--- config.mk ---
export PLATFORM = sky130hd
export DESIGN_NAME = nibble_serial_add_ctrl_flat
export DESIGN_NICKNAME = d
export VERILOG_FILES = /design/src/rtl/nibble_serial_add_ctrl_if.sv /design/src/rtl/nibble_serial_add_ctrl.sv /design/src/flat_wrapper.sv
export SDC_FILE = /design/constraint.sdc
export NUM_CORES = 1
export LEC_CHECK = 0
export CAP_MARGIN = 20
export CORE_MARGIN = 2
export CORE_UTILIZATION = 45
export CTS_CLUSTER_DIAMETER = 150
export CTS_CLUSTER_SIZE = 24
export DETAILED_ROUTE_END_ITERATION = 7
export MAX_ROUTING_LAYER = met4
export PLACE_DENSITY = 0.73
export SYNTH_ARGS = -nofsm -noshare
export SYNTH_HDL_FRONTEND = slang
export SYNTH_SLANG_ARGS = --single-unit
--- constraint.sdc ---
create_clock -name clk -period 7.06 [get_ports clk]
set_input_delay 1.059 -clock clk [delete_from_list [all_inputs] [get_ports clk]]
set_output_delay 1.059 -clock clk [all_outputs]
set_load 0.02 [all_outputs]
--- src/rtl/nibble_serial_add_ctrl_if.sv ---
// ----------------------------------------------------------------------------
// nibble_serial_add_ctrl_if
//   Handshake and data bundle between a wide-add requester and the
//   nibble-serial add sequencer.
//
//   Operand side : start_valid, start_ready, a, b, cin
//   Result side  : res_valid, res_ready, sum, cout
//   Status       : busy
//   Optional     : ovf (present only when NIBBLE_ADD_OVF_EN is defined)
//
//   Modports
//     master : the requester/consumer (drives operands and res_ready)
//     slave  : the sequencer (drives start_ready, results and status)
//
//   NIBBLES must match the parameter of the attached sequencer.
// ----------------------------------------------------------------------------
interface nibble_serial_add_ctrl_if #(
    parameter int NIBBLES = 4
);
    localparam int W = 4 * NIBBLES;

    logic         start_valid;
    logic         start_ready;
    logic [W-1:0] a;
    logic [W-1:0] b;
    logic         cin;
    logic         res_valid;
    logic         res_ready;
    logic [W-1:0] sum;
    logic         cout;
    logic         busy;
`ifdef NIBBLE_ADD_OVF_EN
    logic         ovf;
`endif

    modport master (
        output start_valid,
        output a,
        output b,
        output cin,
        output res_ready,
        input  start_ready,
        input  res_valid,
        input  sum,
        input  cout,
`ifdef NIBBLE_ADD_OVF_EN
        input  ovf,
`endif
        input  busy
    );

    modport slave (
        input  start_valid,
        input  a,
        input  b,
        input  cin,
        input  res_ready,
        output start_ready,
        output res_valid,
        output sum,
        output cout,
`ifdef NIBBLE_ADD_OVF_EN
        output ovf,
`endif
        output busy
    );

endinterface

--- src/rtl/nibble_serial_add_ctrl.sv ---
// ----------------------------------------------------------------------------
// nibble_serial_add_ctrl
//   Adds two W-bit operands (W = 4*NIBBLES) through one shared 4-bit
//   full_adder, one nibble per clock, least significant nibble first. The
//   carry between nibbles is held in a register. Result {cout,sum} is
//   A + B + cin modulo 2^(W+1).
//
//   Ports
//     clk  : single clock, all state changes on its rising edge
//     rst  : synchronous, active-high reset
//     bus  : nibble_serial_add_ctrl_if.slave
//              start_valid/start_ready : operand handshake (a, b, cin
//                                        sampled on accept)
//              res_valid/res_ready     : result handshake (sum, cout)
//              busy                    : high while RUN or DONE
//              ovf                     : signed overflow (optional)
//
//   Build option
//     NIBBLE_ADD_OVF_EN : when defined, adds the registered two's-complement
//                         overflow flag bus.ovf.
//
//   Parameters
//     NIBBLES : 4-bit slices per operand, 1..16
// ----------------------------------------------------------------------------

// Existing 4-bit ripple adder slice used by the sequencer.
module full_adder (
    input  logic [3:0] x,
    input  logic [3:0] y,
    input  logic       cin,
    output logic [3:0] z,
    output logic       cout
);
    assign {cout, z} = {1'b0, x} + {1'b0, y} + {4'b0000, cin};
endmodule

// state | meaning
// ------+--------------------------------------------------------------
// IDLE  | waiting for start_valid; start_ready high
// RUN   | one nibble added per clock, index 0 .. NIBBLES-1
// DONE  | result presented with res_valid until res_ready
module nibble_serial_add_ctrl #(
    parameter int NIBBLES = 4
) (
    input  logic                     clk,
    input  logic                     rst,
    nibble_serial_add_ctrl_if.slave  bus
);
    localparam int W    = 4 * NIBBLES;
    localparam int IDXW = (NIBBLES > 1) ? $clog2(NIBBLES) : 1;
    localparam logic [IDXW-1:0] LAST_IDX = IDXW'(NIBBLES - 1);

    typedef enum logic [1:0] {
        IDLE = 2'd0,
        RUN  = 2'd1,
        DONE = 2'd2
    } state_t;

    state_t          state_q;
    logic [W-1:0]    a_q;
    logic [W-1:0]    b_q;
    logic [W-1:0]    sum_q;
    logic [IDXW-1:0] idx_q;
    logic [IDXW-1:0] idx_d;
    logic            carry_q;
    logic            cout_q;
    logic            start_ready_q;
    logic            res_valid_q;
    logic            busy_q;
`ifdef NIBBLE_ADD_OVF_EN
    logic            ovf_q;
    logic            ovf_d;
`endif

    // Bit offset of the current nibble.
    logic [IDXW+1:0] base;
    logic [3:0]      fa_x;
    logic [3:0]      fa_y;
    logic [3:0]      fa_z;
    logic            fa_cout;

    assign base  = {idx_q, 2'b00};
    assign idx_d = idx_q + IDXW'(1);

    // Adder is fed from the latched operands in every state; outside RUN
    // its result is simply not used, but it never sees undriven inputs.
    assign fa_x = a_q[base +: 4];
    assign fa_y = b_q[base +: 4];

    full_adder u_full_adder (
        .x    (fa_x),
        .y    (fa_y),
        .cin  (carry_q),
        .z    (fa_z),
        .cout (fa_cout)
    );

`ifdef NIBBLE_ADD_OVF_EN
    // fa_z[3] on the last nibble is the final sum MSB.
    assign ovf_d = (a_q[W-1] == b_q[W-1]) && (fa_z[3] != a_q[W-1]);
`endif

    always_ff @(posedge clk) begin
        if (rst) begin
            state_q       <= IDLE;
            a_q           <= '0;
            b_q           <= '0;
            sum_q         <= '0;
            idx_q         <= '0;
            carry_q       <= 1'b0;
            cout_q        <= 1'b0;
            start_ready_q <= 1'b1;
            res_valid_q   <= 1'b0;
            busy_q        <= 1'b0;
`ifdef NIBBLE_ADD_OVF_EN
            ovf_q         <= 1'b0;
`endif
        end else begin
            case (state_q)
                IDLE: begin
                    if (bus.start_valid) begin
                        a_q           <= bus.a;
                        b_q           <= bus.b;
                        carry_q       <= bus.cin;
                        idx_q         <= '0;
                        sum_q         <= '0;
                        cout_q        <= 1'b0;
`ifdef NIBBLE_ADD_OVF_EN
                        ovf_q         <= 1'b0;
`endif
                        start_ready_q <= 1'b0;
                        busy_q        <= 1'b1;
                        state_q       <= RUN;
                    end
                end

                RUN: begin
                    sum_q[base +: 4] <= fa_z;
                    carry_q          <= fa_cout;
                    if (idx_q == LAST_IDX) begin
                        cout_q      <= fa_cout;
`ifdef NIBBLE_ADD_OVF_EN
                        ovf_q       <= ovf_d;
`endif
                        res_valid_q <= 1'b1;
                        state_q     <= DONE;
                    end else begin
                        idx_q <= idx_d;
                    end
                end

                DONE: begin
                    // sum/cout are not touched here so they stay valid
                    // until the next accept.
                    if (bus.res_ready) begin
                        res_valid_q   <= 1'b0;
                        busy_q        <= 1'b0;
                        start_ready_q <= 1'b1;
                        state_q       <= IDLE;
                    end
                end

                default: begin
                    res_valid_q   <= 1'b0;
                    busy_q        <= 1'b0;
                    start_ready_q <= 1'b1;
                    state_q       <= IDLE;
                end
            endcase
        end
    end

    assign bus.start_ready = start_ready_q;
    assign bus.res_valid   = res_valid_q;
    assign bus.busy        = busy_q;
    assign bus.sum         = sum_q;
    assign bus.cout        = cout_q;
`ifdef NIBBLE_ADD_OVF_EN
    assign bus.ovf         = ovf_q;
`endif

endmodule
--- src/flat_wrapper.sv ---
// flat-port wrapper written by rule: the top's interface ports become plain ports
module nibble_serial_add_ctrl_flat 
#(
    parameter int NIBBLES = 4
)
  (clk, rst, bus_start_valid, bus_a, bus_b, bus_cin, bus_res_ready, bus_start_ready, bus_res_valid, bus_sum, bus_cout, bus_busy);
  nibble_serial_add_ctrl_if #(.NIBBLES(NIBBLES)) bus_i ();
  input  logic clk;
  input  logic rst;
  input wire logic [$bits(bus_i.start_valid)-1:0] bus_start_valid;
  input wire logic [$bits(bus_i.a)-1:0] bus_a;
  input wire logic [$bits(bus_i.b)-1:0] bus_b;
  input wire logic [$bits(bus_i.cin)-1:0] bus_cin;
  input wire logic [$bits(bus_i.res_ready)-1:0] bus_res_ready;
  output wire logic [$bits(bus_i.start_ready)-1:0] bus_start_ready;
  output wire logic [$bits(bus_i.res_valid)-1:0] bus_res_valid;
  output wire logic [$bits(bus_i.sum)-1:0] bus_sum;
  output wire logic [$bits(bus_i.cout)-1:0] bus_cout;
  output wire logic [$bits(bus_i.busy)-1:0] bus_busy;
  assign bus_i.start_valid = bus_start_valid;
  assign bus_i.a = bus_a;
  assign bus_i.b = bus_b;
  assign bus_i.cin = bus_cin;
  assign bus_i.res_ready = bus_res_ready;
  assign bus_start_ready = bus_i.start_ready;
  assign bus_res_valid = bus_i.res_valid;
  assign bus_sum = bus_i.sum;
  assign bus_cout = bus_i.cout;
  assign bus_busy = bus_i.busy;
  nibble_serial_add_ctrl #(.NIBBLES(NIBBLES)) u_core (.clk(clk), .rst(rst), .bus(bus_i));
endmodule
==> key figures <==
Yosys
  – Largest cells by area after synthesis: dfxtp_1, nand2_1, a21oi_1
  – List of most frequent post-synthesis cells: nand2_1, dfxtp_1, a21oi_1
  – Post-synth top flop: dfxtp_1
  – Compound-Gate Fraction of Synth Area: ~17%
  – Yosys cell types: 31
  – Fraction of synthesized area in multiplexers: 7.06%
  – Post-Synth XOR/XNOR Area: less than 1%
  – Post-synth EDFFs: 0
  – Flop and latch count out of synthesis: 57
  – Share of the synthesized area in the top cell type: between 40% and 50%
  – Seq/Total Area, Yosys: approximately 45%
  – Gate Count Post-Synth: about 280
  – Share of synthesized registers carrying an async set or reset: 0%
  – Most common cell in the netlist: nand2_1
  – Synth Area in Simple Gates: around a fifth
  – Mapped Area: 2550 um2
  – Syn avg cell area: between 9 and 10 um2
  – Largest family of logic cells by synthesized area: simple AND/OR/NAND/NOR gates
  – Yosys warns: 0
  – Post-synth net total: approximately 330
  – Adder-Cell Fraction of Synth Area: approximately 5%
  – Area leader, netlist: dfxtp_1

Power and ir drop
  – Sw frac: 25.0%
  – Maximum VDD drop: 144 uV
  – Cell Int Power: ~570 uW
  – Leak: around 0.0013 uW
  – Power per Cell Area: ~230 nW/um2
  – Gate power share: 14.2%
  – Reg power frac: a little under half
  – Power share of the clock group: between 30% and 40%
  – P_sw: about 190 uW

Floorplanning
  – Boundary Pins: 57
  – Die Wd: a little under 80 um
  – CORE AREA: roughly 5500 um2
  – Die Ht: a little under 80 um
  – Full die area: 6290 um2
  – Initial Utilization: between 40 and 50%
  – Site Rows: 27

Place
  – Port Buffers: 56
  – Post-DP HPWL: ~3800 um
  – Gpl congestion: ~0.86
  – Post-placement cell count: 390

Finish
  – Finished Layout Cells: a little over 400
  – Area grow syn2layout: 29.5%
  – Diodes inserted: 0
  – Share of layout cells above drive strength 1: 9.55%
  – Net total in the final layout: approximately 380

Clock tree
  – CTS root buf: clkbuf_8
  – Clk Latency, worst-skew pair: between 0.3 and 0.4 ns
  – Setup Buffers After CTS: 0
  – CTS tree: done
  – Longest Clk Path Bufs: 2
  – Clk sink count: 57
  – CTS buffer count: 9
  – CTS Hold Bufs: 0
  – Clk slew on worst S/H paths: ~0.060 ns
  – CTS H-tree lvls: 3
  – Cts repair resizes: 0

Setup path
  – WP data required: 7.32 ns
  – Flop2flop setup slack: slightly below 4 ns
  – R2r worst-path depth: 6
  – Maximum fanout along the worst path: 15
  – Crit path DAT: between 3 and 4 ns
  – CP Class: flip-flop to flip-flop
  – Crit start category: flip-flop
  – R2r startpoint: u_core.idx_q[0]
  – Critical Path End Type: flip-flop
  – Worst r2r dst: u_core.bus.sum[14]

Route
  – Final WL: between 5000 and 6000 um
  – Initial DRC count: 119
  – Wire per inst: around 14 um
  – DRC Markers: 0
  – DRT antenna net count: 0
  – Via count: around 2100
  – 1st-pass router iterations: 4
  – Vias per cell: around 5.3

Global routing
  – Pin count of the biggest net entering global routing: 58
  – Initial antenna violation count: 0
  – First-pass GRT wire length: 8860 um
  – Total grt overflow: 0
  – GRT Util Overall: 19.0%
  – Vias in the first global route: 2029

Min path
  – Worst hold start: u_core.b_q[8]
  – Hold endpoint: u_core.b_q[8]
  – Worst Hold Class: flip-flop to flip-flop
  – WHS Path Cells: 2

Timing
  – RSZ-0062 raised after global routing: false
  – Worst Max-Slew Pin Slew: 1.00 ns
  – Tmin final: ~3.2 ns
  – Achievable clock frequency: 317 MHz
  – Final hold violations: 0
  – Worst clock skew: ~0.0062 ns
  – Fin crit share: 44.7%
  – Fin. max-slew vios: 0
  – # setup viols final: 0
  – Max-Slew Margin vs Limit: 33.3%
  – TNS Setup: 0 ns

Run
  – Max-Cap Viols: 0

Status
  – Status: complete, no violations
[power by group through the flow]
stage               clock network (uW)  registers (uW)  logic, uW
floorplan                            0             354       72.3
detailed placement                   0             358        103
CTS                                308             351        104
global placement                     0             357        102
global route                       325             353        119
finish                             303             350        108
[flip-flops by register name (all words and copies together) (netlist names)]
register                cells
u_core.a_q                 16
u_core.idx_q                2
u_core.carry_q              1
u_core.bus.sum             16
u_core.bus.busy             1
u_core.b_q                 16
u_core.bus.start_ready      1
u_core.state_q              2
u_core.bus.res_valid        1
u_core.bus.cout             1
[area by class of cell]
| type | instances | area [um2] |
|---|---|---|
| repair buffers | 58 | 598 |
| clock buffers | 12 | 155 |
| flip-flops and latches | 57 | 1140 |
| multi-input cells | 201 | 1270 |
| fillers | 496 | 2200 |
| inverters | 4 | 15.0 |
| well taps | 72 | 90.1 |
| clock inverters | 3 | 40.0 |
[worst max path at each step]
| stage | endpoint | from |
|---|---|---|
| 6_report | u_core.bus.sum[14] | u_core.idx_q[0] |
| 5_1_grt | u_core.bus.sum[14] | u_core.idx_q[0] |
| 4_1_cts | u_core.bus.sum[14] | u_core.idx_q[0] |
| 3_5_place_dp | u_core.idx_q[1] | bus_start_valid |
| 3_3_place_gp | u_core.idx_q[1] | bus_start_valid |
| 2_1_floorplan | u_core.bus.cout | u_core.idx_q[0] |
[metal layers]
metal / global-route usage, % / vias up / routed length, um
li1: - / 1067 / -
met1: 21.3 / 1015 / 2480
met2: 30.8 / 55 / 2700
met3: 6.25 / 9 / 264
met4: 8.97 / 0 / 90
met5: - / - / 0
[critical path: stages (launching register included)]
cell,delay (ns)
dfxtp_1,0.89
mux4_2,0.63
fa_1,0.45
fa_1,0.42
xor2_1,0.41
a22oi_1,0.16
nor2_1,0.11
[kinds of logic (layout without fill, tap and decap cells)]
family / count (synthesis) / in the layout
AOI/OAI and AO/OA: 71 / 71
DFF: 57 / 57
and+or+nand+nor: 112 / 112
xor gates and xnor gates: 1 / 1
muxes: 8 / 8
buffers and inverters: 23 / 77
adders and majority gates: 9 / 9
[layout by cell type (no fill, tap or decap), types with 2 or more instances in the layout]
| master | n |
|---|---|
| a22oi_1 | 13 |
| clkdlybuf4s50_1 | 55 |
| dfxtp_1 | 57 |
| nor2_1 | 26 |
| inv_1 | 4 |
| nand2b_1 | 3 |
| clkbuf_8 | 11 |
| fa_1 | 2 |
| a211oi_1 | 3 |
| nand2_1 | 71 |
| a21oi_1 | 44 |
| o21bai_1 | 2 |
| mux4_2 | 8 |
| a32oi_1 | 4 |
| ha_1 | 7 |
| a21o_1 | 5 |
| clkinv_2 | 2 |
[metrics by stage]
step           worst slack [ns]  instance area, um2  total power [uW]  utilization [%]  hold WS, ns
6_report                   3.91                3310               761             60.1        0.451
3_3_place_gp               3.98                3070               459             55.8        0.439
5_1_grt                    3.72                3310               797             60.1        0.471
2_1_floorplan              4.40                2550               426                -        0.433
3_5_place_dp               3.85                3070               461             55.8        0.443
4_1_cts                    3.90                3270               764             59.3        0.451
(Power assumes the default switching activity.)
